### config.mk
export PLATFORM = sky130hd
export DESIGN_NAME = traffic_phase_scheduler
export DESIGN_NICKNAME = d
export VERILOG_FILES = /design/src/rtl/traffic_pkg.sv /design/src/rtl/tl_call_latch.sv /design/src/rtl/traffic_phase_scheduler.sv
export SDC_FILE = /design/constraint.sdc
export NUM_CORES = 1
export LEC_CHECK = 0
export ABC_CLOCK_PERIOD_IN_PS = 6400
export BUFFER_PORTS_ARGS = -buffer_cell sky130_fd_sc_hd__buf_2
export CAP_MARGIN = 20
export CORE_MARGIN = 2
export CORE_UTILIZATION = 40
export DETAILED_ROUTE_END_ITERATION = 10
export PLACE_DENSITY = 0.62
export SLEW_MARGIN = 0
export SYNTH_ARGS = -nofsm -noshare
export SYNTH_HDL_FRONTEND = slang
export SYNTH_HIERARCHICAL = 1
export SYNTH_SLANG_ARGS = --single-unit
export TNS_END_PERCENT = 20
### constraint.sdc
create_clock -name clk -period 6.4 [get_ports clk]
set_input_delay 0.96 -clock clk [delete_from_list [all_inputs] [get_ports clk]]
set_output_delay 0.96 -clock clk [all_outputs]
set_load 0.03 [all_outputs]
### src/rtl/traffic_pkg.sv
// Shared types, lamp encodings and default timing for the traffic phase scheduler.
package traffic_pkg;

  typedef enum logic [2:0] {
    ST_INIT  = 3'd0,
    ST_NS_G  = 3'd1,
    ST_NS_Y  = 3'd2,
    ST_AR1   = 3'd3,
    ST_EW_G  = 3'd4,
    ST_EW_Y  = 3'd5,
    ST_AR2   = 3'd6,
    ST_FLASH = 3'd7
  } state_e;

  localparam logic [2:0] LAMP_RED    = 3'b100;
  localparam logic [2:0] LAMP_GREEN  = 3'b010;
  localparam logic [2:0] LAMP_YELLOW = 3'b001;
  localparam logic [2:0] LAMP_OFF    = 3'b000;

  localparam int DEF_MIN_GREEN = 10;
  localparam int DEF_MAX_GREEN = 30;
  localparam int DEF_GAP       = 3;
  localparam int DEF_YELLOW    = 3;
  localparam int DEF_ALL_RED   = 2;
  localparam int DEF_WALK      = 7;

  function automatic logic [7:0] sat_inc(input logic [7:0] v, input logic [7:0] lim);
    return (v >= lim) ? lim : v + 8'd1;
  endfunction

  // True when one more tick brings cnt up to lim (9-bit compare avoids wrap).
  function automatic logic reached(input logic [7:0] cnt, input logic [7:0] lim);
    return ({1'b0, cnt} + 9'd1) >= {1'b0, lim};
  endfunction

endpackage

### src/rtl/tl_call_latch.sv
// Per-axis call and pedestrian-pending latches; a set always beats a same-cycle clear.
module tl_call_latch (
  input  logic clk,
  input  logic rst_n,
  input  logic i_det,
  input  logic i_ped,
  input  logic i_clr,
  output logic o_call,
  output logic o_ped_pend
);

  logic r_call;
  logic r_ped_pend;

  // Latch state: set on request, clear on green entry, set wins.
  always_ff @(posedge clk or negedge rst_n) begin
    if (!rst_n) begin
      r_call     <= 1'b0;
      r_ped_pend <= 1'b0;
    end else begin
      r_call     <= i_det | i_ped | (r_call & ~i_clr);
      r_ped_pend <= i_ped | (r_ped_pend & ~i_clr);
    end
  end

  assign o_call     = r_call;
  assign o_ped_pend = r_ped_pend;

endmodule

### src/rtl/traffic_phase_scheduler.sv
// Two-axis actuated intersection controller with gap-out, max-out, walk and fault flash.
module traffic_phase_scheduler #(
  parameter int MIN_GREEN = traffic_pkg::DEF_MIN_GREEN,
  parameter int MAX_GREEN = traffic_pkg::DEF_MAX_GREEN,
  parameter int GAP       = traffic_pkg::DEF_GAP,
  parameter int YELLOW    = traffic_pkg::DEF_YELLOW,
  parameter int ALL_RED   = traffic_pkg::DEF_ALL_RED,
  parameter int WALK      = traffic_pkg::DEF_WALK
) (
  input  logic       clk,
  input  logic       rst_n,
  input  logic       tick,
  input  logic       det_ns,
  input  logic       det_ew,
  input  logic       ped_ns,
  input  logic       ped_ew,
  input  logic       flash_en,
  output logic [2:0] light_N,
  output logic [2:0] light_S,
  output logic [2:0] light_E,
  output logic [2:0] light_W,
  output logic       walk_ns,
  output logic       walk_ew,
  output logic [2:0] phase
);

  import traffic_pkg::*;

  localparam logic [7:0] C_MIN_GREEN = 8'(MIN_GREEN);
  localparam logic [7:0] C_MAX_GREEN = 8'(MAX_GREEN);
  localparam logic [7:0] C_GAP       = 8'(GAP);
  localparam logic [7:0] C_YELLOW    = 8'(YELLOW);
  localparam logic [7:0] C_ALL_RED   = 8'(ALL_RED);
  localparam logic [7:0] C_WALK      = 8'(WALK);

  state_e     r_state;
  logic [7:0] r_t_cnt;
  logic [7:0] r_g_cnt;
  logic [7:0] r_gap_cnt;
  logic [7:0] r_walk_cnt;
  logic       r_walk_ns;
  logic       r_walk_ew;
  logic       r_flash_on;
  logic [2:0] r_lamp_ns;
  logic [2:0] r_lamp_ew;

  state_e     w_state_nxt;
  logic [7:0] w_t_cnt_nxt;
  logic [7:0] w_g_cnt_nxt;
  logic [7:0] w_gap_cnt_nxt;
  logic [7:0] w_walk_cnt_nxt;
  logic       w_walk_ns_nxt;
  logic       w_walk_ew_nxt;
  logic       w_flash_on_nxt;
  logic [2:0] w_lamp_ns_nxt;
  logic [2:0] w_lamp_ew_nxt;

  logic       w_call_ns;
  logic       w_call_ew;
  logic       w_ped_pend_ns;
  logic       w_ped_pend_ew;
  logic       w_clr_ns;
  logic       w_clr_ew;
  logic       w_own_det;
  logic       w_opp_call;
  logic       w_walk_any;
  logic       w_gap_ok;
  logic [7:0] w_t_lim;

  assign w_clr_ns   = (w_state_nxt == ST_NS_G) && (r_state != ST_NS_G);
  assign w_clr_ew   = (w_state_nxt == ST_EW_G) && (r_state != ST_EW_G);
  assign w_own_det  = (r_state == ST_EW_G) ? det_ew : det_ns;
  assign w_opp_call = (r_state == ST_EW_G) ? w_call_ns : w_call_ew;
  assign w_walk_any = r_walk_ns | r_walk_ew;
  assign w_t_lim    = ((r_state == ST_NS_Y) || (r_state == ST_EW_Y)) ? C_YELLOW : C_ALL_RED;

  tl_call_latch u_latch_ns (
    .clk        (clk),
    .rst_n      (rst_n),
    .i_det      (det_ns),
    .i_ped      (ped_ns),
    .i_clr      (w_clr_ns),
    .o_call     (w_call_ns),
    .o_ped_pend (w_ped_pend_ns)
  );

  tl_call_latch u_latch_ew (
    .clk        (clk),
    .rst_n      (rst_n),
    .i_det      (det_ew),
    .i_ped      (ped_ew),
    .i_clr      (w_clr_ew),
    .o_call     (w_call_ew),
    .o_ped_pend (w_ped_pend_ew)
  );

  // Next-state, counter and lamp computation.
  always_comb begin
    w_state_nxt    = r_state;
    w_t_cnt_nxt    = r_t_cnt;
    w_g_cnt_nxt    = r_g_cnt;
    w_gap_cnt_nxt  = r_gap_cnt;
    w_walk_cnt_nxt = r_walk_cnt;
    w_walk_ns_nxt  = r_walk_ns;
    w_walk_ew_nxt  = r_walk_ew;
    w_flash_on_nxt = r_flash_on;
    w_lamp_ns_nxt  = LAMP_RED;
    w_lamp_ew_nxt  = LAMP_RED;
    w_gap_ok       = 1'b0;

    case (r_state)
      ST_INIT, ST_NS_Y, ST_AR1, ST_EW_Y, ST_AR2: begin
        if (tick && reached(r_t_cnt, w_t_lim)) begin
          case (r_state)
            ST_INIT: w_state_nxt = ST_NS_G;
            ST_NS_Y: w_state_nxt = ST_AR1;
            ST_AR1:  w_state_nxt = ST_EW_G;
            ST_EW_Y: w_state_nxt = ST_AR2;
            default: w_state_nxt = ST_NS_G;
          endcase
        end else if (tick) begin
          w_t_cnt_nxt = r_t_cnt + 8'd1;
        end else begin
          w_t_cnt_nxt = r_t_cnt;
        end
      end
      ST_NS_G, ST_EW_G: begin
        if (tick) begin
          w_g_cnt_nxt = sat_inc(r_g_cnt, C_MAX_GREEN);
        end else begin
          w_g_cnt_nxt = r_g_cnt;
        end
        // A detection wins over a coincident tick: gap restarts from zero.
        if (w_own_det) begin
          w_gap_cnt_nxt = 8'd0;
        end else if (tick) begin
          w_gap_cnt_nxt = sat_inc(r_gap_cnt, C_GAP);
        end else begin
          w_gap_cnt_nxt = r_gap_cnt;
        end
        if (tick && w_walk_any && reached(r_walk_cnt, C_WALK)) begin
          w_walk_ns_nxt  = 1'b0;
          w_walk_ew_nxt  = 1'b0;
          w_walk_cnt_nxt = 8'd0;
        end else if (tick && w_walk_any) begin
          w_walk_cnt_nxt = r_walk_cnt + 8'd1;
        end else begin
          w_walk_cnt_nxt = r_walk_cnt;
        end
        w_gap_ok = (w_g_cnt_nxt >= C_MIN_GREEN) && (w_gap_cnt_nxt >= C_GAP);
        if (tick && w_opp_call && !(w_walk_ns_nxt | w_walk_ew_nxt) &&
            (w_gap_ok || (w_g_cnt_nxt >= C_MAX_GREEN))) begin
          w_state_nxt = (r_state == ST_NS_G) ? ST_NS_Y : ST_EW_Y;
        end else begin
          w_state_nxt = r_state;
        end
      end
      ST_FLASH: begin
        if (tick) begin
          w_flash_on_nxt = ~r_flash_on;
        end else begin
          w_flash_on_nxt = r_flash_on;
        end
        if (!flash_en) begin
          w_state_nxt = ST_INIT;
        end else begin
          w_state_nxt = ST_FLASH;
        end
      end
      default: w_state_nxt = ST_INIT;
    endcase

    if (flash_en) begin
      w_state_nxt = ST_FLASH;
    end else begin
      w_state_nxt = w_state_nxt;
    end

    // State entry: restart all timers; a pedestrian press this very cycle still earns a walk.
    if (w_state_nxt != r_state) begin
      w_t_cnt_nxt    = 8'd0;
      w_g_cnt_nxt    = 8'd0;
      w_gap_cnt_nxt  = 8'd0;
      w_walk_cnt_nxt = 8'd0;
      w_walk_ns_nxt  = (w_state_nxt == ST_NS_G) && (w_ped_pend_ns | ped_ns);
      w_walk_ew_nxt  = (w_state_nxt == ST_EW_G) && (w_ped_pend_ew | ped_ew);
      w_flash_on_nxt = 1'b1;
    end else begin
      w_flash_on_nxt = w_flash_on_nxt;
    end

    case (w_state_nxt)
      ST_NS_G: w_lamp_ns_nxt = LAMP_GREEN;
      ST_NS_Y: w_lamp_ns_nxt = LAMP_YELLOW;
      ST_EW_G: w_lamp_ew_nxt = LAMP_GREEN;
      ST_EW_Y: w_lamp_ew_nxt = LAMP_YELLOW;
      ST_FLASH: begin
        w_lamp_ns_nxt = w_flash_on_nxt ? LAMP_YELLOW : LAMP_OFF;
        w_lamp_ew_nxt = w_flash_on_nxt ? LAMP_YELLOW : LAMP_OFF;
      end
      default: begin
        w_lamp_ns_nxt = LAMP_RED;
        w_lamp_ew_nxt = LAMP_RED;
      end
    endcase
  end

  // State, counters and registered outputs.
  always_ff @(posedge clk or negedge rst_n) begin
    if (!rst_n) begin
      r_state    <= ST_INIT;
      r_t_cnt    <= 8'd0;
      r_g_cnt    <= 8'd0;
      r_gap_cnt  <= 8'd0;
      r_walk_cnt <= 8'd0;
      r_walk_ns  <= 1'b0;
      r_walk_ew  <= 1'b0;
      r_flash_on <= 1'b0;
      r_lamp_ns  <= LAMP_RED;
      r_lamp_ew  <= LAMP_RED;
    end else begin
      r_state    <= w_state_nxt;
      r_t_cnt    <= w_t_cnt_nxt;
      r_g_cnt    <= w_g_cnt_nxt;
      r_gap_cnt  <= w_gap_cnt_nxt;
      r_walk_cnt <= w_walk_cnt_nxt;
      r_walk_ns  <= w_walk_ns_nxt;
      r_walk_ew  <= w_walk_ew_nxt;
      r_flash_on <= w_flash_on_nxt;
      r_lamp_ns  <= w_lamp_ns_nxt;
      r_lamp_ew  <= w_lamp_ew_nxt;
    end
  end

  assign light_N = r_lamp_ns;
  assign light_S = r_lamp_ns;
  assign light_E = r_lamp_ew;
  assign light_W = r_lamp_ew;
  assign walk_ns = r_walk_ns;
  assign walk_ew = r_walk_ew;
  assign phase   = r_state;

endmodule

======== Yosys cells after proc, flatten, opt, wreduce, memory -nomap -nowiden ========
Cells that the tools add are included.
word-level totals
  register bits ........................... 48
  bits of input ports ..................... 8
  output and inout port bits .............. 17
operators by class
  add/sub/neg operators ................... 6
  $lt $le $gt $ge ......................... 7
  eq/ne operators ......................... 16
  multiplexer cells ....................... 42
  bitwise operators ....................... 17
  reduce and logical (&&, ||, !) cells .... 23
operators by type and width
  kind                   count
  $mux W8                19
  $pmux W3 S3            4
  $add A8 B1 Y8 const B  4
  $eq A3 B3 Y1 const B   7
  $add A8 B1 Y9 const B  2
  $ge A8 B2 Y1 const B   2
  $ge A8 B5 Y1 const B   2
  $mux W1                15
  $mux W3                4
  $logic_and A1 B1 Y1    11
  $or A1 B1 Y1           10
  $eq A3 B2 Y1 const B   3
  $ge A9 B2 Y1           1
  $ge A9 B3 Y1 const B   1
  $ge A8 B4 Y1 const B   1
  $eq A3 B1 Y1 const B   2
  $reduce_bool A2 Y1     3
  $reduce_or A5 Y1       1
  $and A1 B1 Y1          4
  $logic_not A3 Y1       1
  $ne A3 B1 Y1 const B   1
  $ne A3 B3 Y1           1
  $ne A3 B3 Y1 const B   1
  $not A1 Y1             3
  other kinds (7)        8

======== Logic depth before layout (Yosys ltp) ========
  depth in word-level cells ............... 17
  depth in mapped cells ................... 13
  depth with buffers taken out ............ 12

======== Cells and area by module ========
Netlist, hierarchy kept.
modules (own cells, without submodules)
  module                   instances  cells an instance  area each (µm²)  seq. area each (µm²)
  traffic_phase_scheduler  1          292                2748.9           1103.6
  tl_call_latch            2          5                  71.3             50.0

======== Least setup slack after synthesis ========
No wires, ideal clock.
  path type ............................... reg2reg
  from .................................... register r_state[2] (netlist: phase[2])
  to ...................................... register r_walk_ns (netlist: walk_ns)
  library setup time ...................... 82 ps
  data arrival time ....................... 2996 ps
  required time ........................... 6318 ps
  path slack .............................. 3322 ps
  stages on the path, launching flop included .. 13
  buffers on the path ..................... 2
  path through ............................ dfrtp_1 > clkbuf_1 > nand2_1 > o22ai_1 > ha_1 > nand2b_1 > a221oi_2 > o211ai_2 > and2_0 > clkbuf_2 > a221o_2 > nand2b_4 > o22ai_1
between the ends
  cells in the longest elaborated chain, start to end .. 14
RTL lines
  item                      RTL line                                                                                      RTL
  start: declaration        traffic_phase_scheduler.sv:36                                                                 state_e r_state;
  start signal: assignment  traffic_phase_scheduler.sv:222                                                                r_state <= w_state_nxt;
  $eq A3 B3 Y1              traffic_phase_scheduler.sv:72, traffic_phase_scheduler.sv:73, traffic_phase_scheduler.sv:111
  $mux W1                   traffic_phase_scheduler.sv:72                                                                 assign w_own_det = (r_state == ST_EW_G) ? det_ew : det_ns;
  $mux W8                   traffic_phase_scheduler.sv:134                                                                if (w_own_det) begin
  $mux W8                   traffic_phase_scheduler.sv:111                                                                case (r_state)
  $ge A8 B2 Y1              traffic_phase_scheduler.sv:150                                                                w_gap_ok = (w_g_cnt_nxt >= C_MIN_GREEN) && (w_gap_cnt_nxt >= C_GAP);
  $logic_and A1 B1 Y1       traffic_phase_scheduler.sv:150
  $logic_or A1 B1 Y1        traffic_phase_scheduler.sv:152                                                                (w_gap_ok || (w_g_cnt_nxt >= C_MAX_GREEN))) begin
  $logic_and A1 B1 Y1       traffic_phase_scheduler.sv:151                                                                if (tick && w_opp_call && !(w_walk_ns_nxt | w_walk_ew_nxt) &&
  $mux W3                   traffic_phase_scheduler.sv:151
  $pmux W3 S3 (*)           traffic_phase_scheduler.sv:111
  $mux W3 (*)               traffic_phase_scheduler.sv:173                                                                if (flash_en) begin
  net w_state_nxt[2]        traffic_phase_scheduler.sv:47                                                                 state_e w_state_nxt;
  $eq A3 B1 Y1              traffic_phase_scheduler.sv:185                                                                w_walk_ns_nxt = (w_state_nxt == ST_NS_G) && (w_ped_pend_ns | ped_ns);
  $logic_and A1 B1 Y1       traffic_phase_scheduler.sv:185
  $mux W1                   traffic_phase_scheduler.sv:180                                                                if (w_state_nxt != r_state) begin
  end signal: assignment    traffic_phase_scheduler.sv:227                                                                r_walk_ns <= w_walk_ns_nxt;
  end: declaration          traffic_phase_scheduler.sv:41                                                                 logic r_walk_ns;
The timed path passes the listed nets; every way through them passes the cells marked *. The select of a mux whose other input is x is not followed.
A chain may end at the register's enable or synchronous reset.

======== Worst setup path in the final report ========
  from .................................... input tick
  to ...................................... register r_walk_ns (netlist: walk_ns)
between the ends
  cells in the longest elaborated chain, start to end .. 14
RTL lines
  item                                                                   RTL line                       RTL
  start: declaration                                                     traffic_phase_scheduler.sv:12  input logic tick,
  parallel branches: the longest is 14 deep, another holds $ge A8 B2 Y1  -
Several ways; the timed one is not identified. The select of a mux whose other input is x is not followed.

==> flow_summary.toml <==
[cts]
worst_setup_hold_path_clk_slew_ns = 0.09
cts_hold_buffers = 0
cts_tree = "done"
ctsLongestPathBuffers = 2
cts_resized = 0
cts-buffers-inserted = 5
source_to_sink_clock_delay_at_the_later_pin_of_the_worst_skew_pair_ns = 0.31
htree_levels = 2
cts-root-buf = "sky130_fd_sc_hd__clkbuf_8"
number_of_post_cts_setup_repair_buffers = 0
cts.sink_count = 48

[critical_path]
crit_path_cell_trace = "buf_2, nand4_1, a211oi_1, nor4b_1, a211oi_1, o21ai_1, nand2_2, a22o_1, o22ai_1"
timing.critical_path.from_type = "input pin"
worst-path-buf-inv = 1
timing.setup.critical_path_class = "in -> reg"
worst_ep_required_time_ns = 6.56
setup.worst_path.end_class = "flop"
critPathLaunch = "tick"
worst_path_fanout_max = 23
cp_top_delay_family = "compound AO/OA/AOI/OAI gates"
critPathMaxStageDelay_ns = 0.63
worst_r2r_startpoint = "phase[2]$_DFF_PN0_"
cp.arrival_ns = 3.56
crit_top_cell = "sky130_fd_sc_hd__a211oi_1"
slowest_cell_on_the_critical_path = "sky130_fd_sc_hd__a22o_1"

[die]
floorplan.initialDensity = 0.4187
core_area_mm2 = 0.006907
floorplan.die.height_um = 89.02
floorplan.io_pins = 25
die_w_um = 89.02
floorplan.die_area_mm2 = 0.007925
placementRows = 30

[logic_synthesis]
mean_cell_area_of_the_mapped_netlist_um2 = 9.575
synth_top_area_share = 0.3981
synth_top_family_by_area = "simple AND/OR/NAND/NOR gates"
mappedNetlistArea_mm2 = 0.002892
synth.net_count = 317
multiplexer_share_of_the_synthesized_area = 0.01255
synthXorXnorAreaFrac = 0.03029
synth_compound_area_frac = 0.2267
yosysMostFrequentCell = "sky130_fd_sc_hd__dfrtp_1"
fraction_of_the_yosys_area_taken_by_sequential_cells = 0.4163
asyncSetResetFlopFracSynth = 1.000
synth.largest_area_cell = "sky130_fd_sc_hd__dfrtp_1"
yosysUniqueCellTypes = 70
yosys_warnings = 6
synth_enable_flop_cells = 0
postSynth.topFlopCell = "sky130_fd_sc_hd__dfrtp_1"
netlist_top_cells_area = "sky130_fd_sc_hd__dfrtp_1 (40%), sky130_fd_sc_hd__nand2_1 (3.6%), sky130_fd_sc_hd__nor2_1 (3.5%), sky130_fd_sc_hd__ha_1 (3.0%), sky130_fd_sc_hd__and3_1 (2.8%)"
synth-adder-area-share = 0.03029
yosys.area_share.simple = 0.2315
synth.ff_latch_count = 48
syn_inst = 302
synth_commonest_cells = "sky130_fd_sc_hd__dfrtp_1 (46), sky130_fd_sc_hd__nand2_1 (28), sky130_fd_sc_hd__nor2_1 (27)"

[power_and_ir_drop]
p_sw_frac = 0.4463
combPwrFrac = 0.423
power_frac_clock = 0.186
post-layout-total-power_w = 0.001030
vdd_ir_drop_max_v = 0.00009855
p_switching_w = 0.0004595
cellLeakagePower_nw = 1.425
seq_power_share = 0.391
cellInternalPower_w = 0.0005701
pwr_density_cell_mw_per_mm2 = 328.8

[timing]
finalCriticalPeriod_ns = 3.400
slew_viol_final = 0
timing.slew.headroom = 0.4924
postLayoutSetupSlackWorst_ns = 3.000
final.setup.tns_ns = 0
grt_setup_unrepaired = "false"
fin_worst_skew_ns = 0.008845
worst-slew-pin-transition_ns = 0.7613
period_share = 0.5313
finalSetupViolCount = 0
fmaxAchievable_ghz = 0.2941
hold_violations = 0
whs_ns = 0.4855

[place]
dp_worst_setup_slack_ns = 2.648
dpl_cell_area_mm2 = 0.003014
gp_routability_congestion = 0.7972
detailedPlacementHpwl_um = 4427
portBuffers = 24

[finish]
final_stage_net_count = 328
post_route_cells_drive_above_1_share = 0.1879
area_growth_pct = 8.308
register_area_mm2 = 0.001204
antennaDiodeCount = 0
final_area_mm2 = 0.003132
num-fill-cells = 698
area_used_by_multi_input_combinational_logic_mm2 = 0.001536

[run_status]
run_status = "finished, final reports clean"

[route]
drt-wirelength-per-cell_um = 15.32
detail-route-antenna-nets = 0
routed-via-count = 2277
wl_um = 6280
via_per_inst = 5.554
drt_iter0_markers = 174
detailed_routing_iterations_pass_1 = 4
drcViolationCount = 0

[hold_path]
worstHoldStart = "r_t_cnt[6]$_DFFE_PN0P_"
hp-class = "reg -> reg"

[grt]
initial_antenna_violation_count = 0
grt-ovfl-total = 0
grt_pass1_wl_um = 10150
grt_start_max_net_pins = 49
grt_pass1_vias = 2065
grt_util_all_layers = 0.1641

[flow_run]
max_cap_viol_count = 0
-- path summary, 6_finish.rpt --
path                                                    end  slack, ns  cells after the start
worst max register to register       r_g_cnt[6]$_DFFE_PN0P_       3.12                     10
worst min register to register       r_t_cnt[6]$_DFFE_PN0P_       0.49                      1
worst min-delay path                 r_t_cnt[6]$_DFFE_PN0P_       0.49                      1
worst max-delay path                    walk_ns$_DFFE_PN0P_       3.00                      9
min in group asynchronous       u_latch_ns/o_call$_DFF_PN0_       0.64                      1
max in group asynchronous          r_gap_cnt[6]$_DFFE_PN0P_       5.23                      2
-- final cells by class --
cell class / count / area share
clock inverter: 2 / 0.004794
clock buffer: 6 / 0.02637
sequential: 48 / 0.3843
multi-input combinational: 224 / 0.4906
timing repair buffer: 25 / 0.04475
inverter: 9 / 0.01079
tap: 96 / 0.03835
-- worst register-to-register path: cells and delay by family (launching register included) --
kind | cells | cell delay (ns)
adder cells (fa/ha/maj) | 1 | 0.25
AO/OA/AOI/OAI | 6 | 1.69
flip-flops | 1 | 0.72
AND/OR/NAND/NOR | 3 | 0.56
-- power groups by stage --
stage | clock network, W | registers (W) | logic (W)
global route | 0.000211 | 0.000411 | 0.000477
detailed placement | 0 | 0.000408 | 0.000436
finish | 0.000192 | 0.000402 | 0.000436
global placement | 0 | 0.000406 | 0.000427
floorplan | 0 | 0.000432 | 0.000325
CTS | 0.000199 | 0.000402 | 0.000437
-- routing by layer --
metal / vias to the layer above / part of all wire / track usage / wire (um)
li1: 1131 / - / - / -
met1: 1084 / 0.49 / 0.2336 / 3056
met2: 53 / 0.46 / 0.2551 / 2908
met3: 9 / 0.035 / 0.02862 / 221
met4: 0 / 0.015 / 0.05292 / 93
met5: - / 0 / 0 / 0
-- state kept, by name (all words and copies together) (netlist names) --
register and count:
u_latch_ns/o_ped_pend 1, r_gap_cnt 8, walk_ew 1, r_walk_cnt 8
light_N 3, phase 3, u_latch_ew/o_call 1, light_E 3
r_flash_on 1, u_latch_ns/o_call 1, u_latch_ew/o_ped_pend 1, r_g_cnt 8
r_t_cnt 8, walk_ns 1
-- cells by family after synthesis --
| logic type | count (synthesis) |
|---|---|
| xor+xnor | 10 |
| fa+ha+maj | 7 |
| compound gates | 81 |
| mux | 3 |
| simple gates | 123 |
| flops | 48 |
| buf+inv | 30 |
-- layout by cell type (no fill, tap or decap), types with 3 or more instances in the layout --
cell,synthesis,routed
sky130_fd_sc_hd__a211o_1,6,6
sky130_fd_sc_hd__a211oi_1,5,5
sky130_fd_sc_hd__a21oi_1,14,14
sky130_fd_sc_hd__a31oi_1,3,3
sky130_fd_sc_hd__and2_1,8,8
sky130_fd_sc_hd__and3_1,13,13
sky130_fd_sc_hd__buf_2,3,24
sky130_fd_sc_hd__clkbuf_8,0,6
sky130_fd_sc_hd__dfrtp_1,46,46
sky130_fd_sc_hd__ha_1,7,7
sky130_fd_sc_hd__inv_1,8,8
sky130_fd_sc_hd__nand2_1,28,28
sky130_fd_sc_hd__nand2b_1,3,3
sky130_fd_sc_hd__nand2b_4,3,3
sky130_fd_sc_hd__nand3_1,7,7
sky130_fd_sc_hd__nand4_1,4,4
sky130_fd_sc_hd__nor2_1,27,27
sky130_fd_sc_hd__nor3_1,9,9
sky130_fd_sc_hd__nor4_1,4,4
sky130_fd_sc_hd__o211a_1,3,3
sky130_fd_sc_hd__o211ai_1,5,5
sky130_fd_sc_hd__o21ai_0,7,7
sky130_fd_sc_hd__o21ai_1,3,3
sky130_fd_sc_hd__o22ai_1,3,3
sky130_fd_sc_hd__or3_1,3,3
sky130_fd_sc_hd__xnor2_1,5,5
sky130_fd_sc_hd__xor2_1,5,5
-- per-stage QoR --
step                      std cells    util
after floorplan                 302       -
after CTS                       409  0.4505
after global placement          401  0.4364
after global routing            410  0.4534
after detailed placement        401  0.4364
final                           410  0.4534
Note: power is estimated with default switching activity, not from simulation.
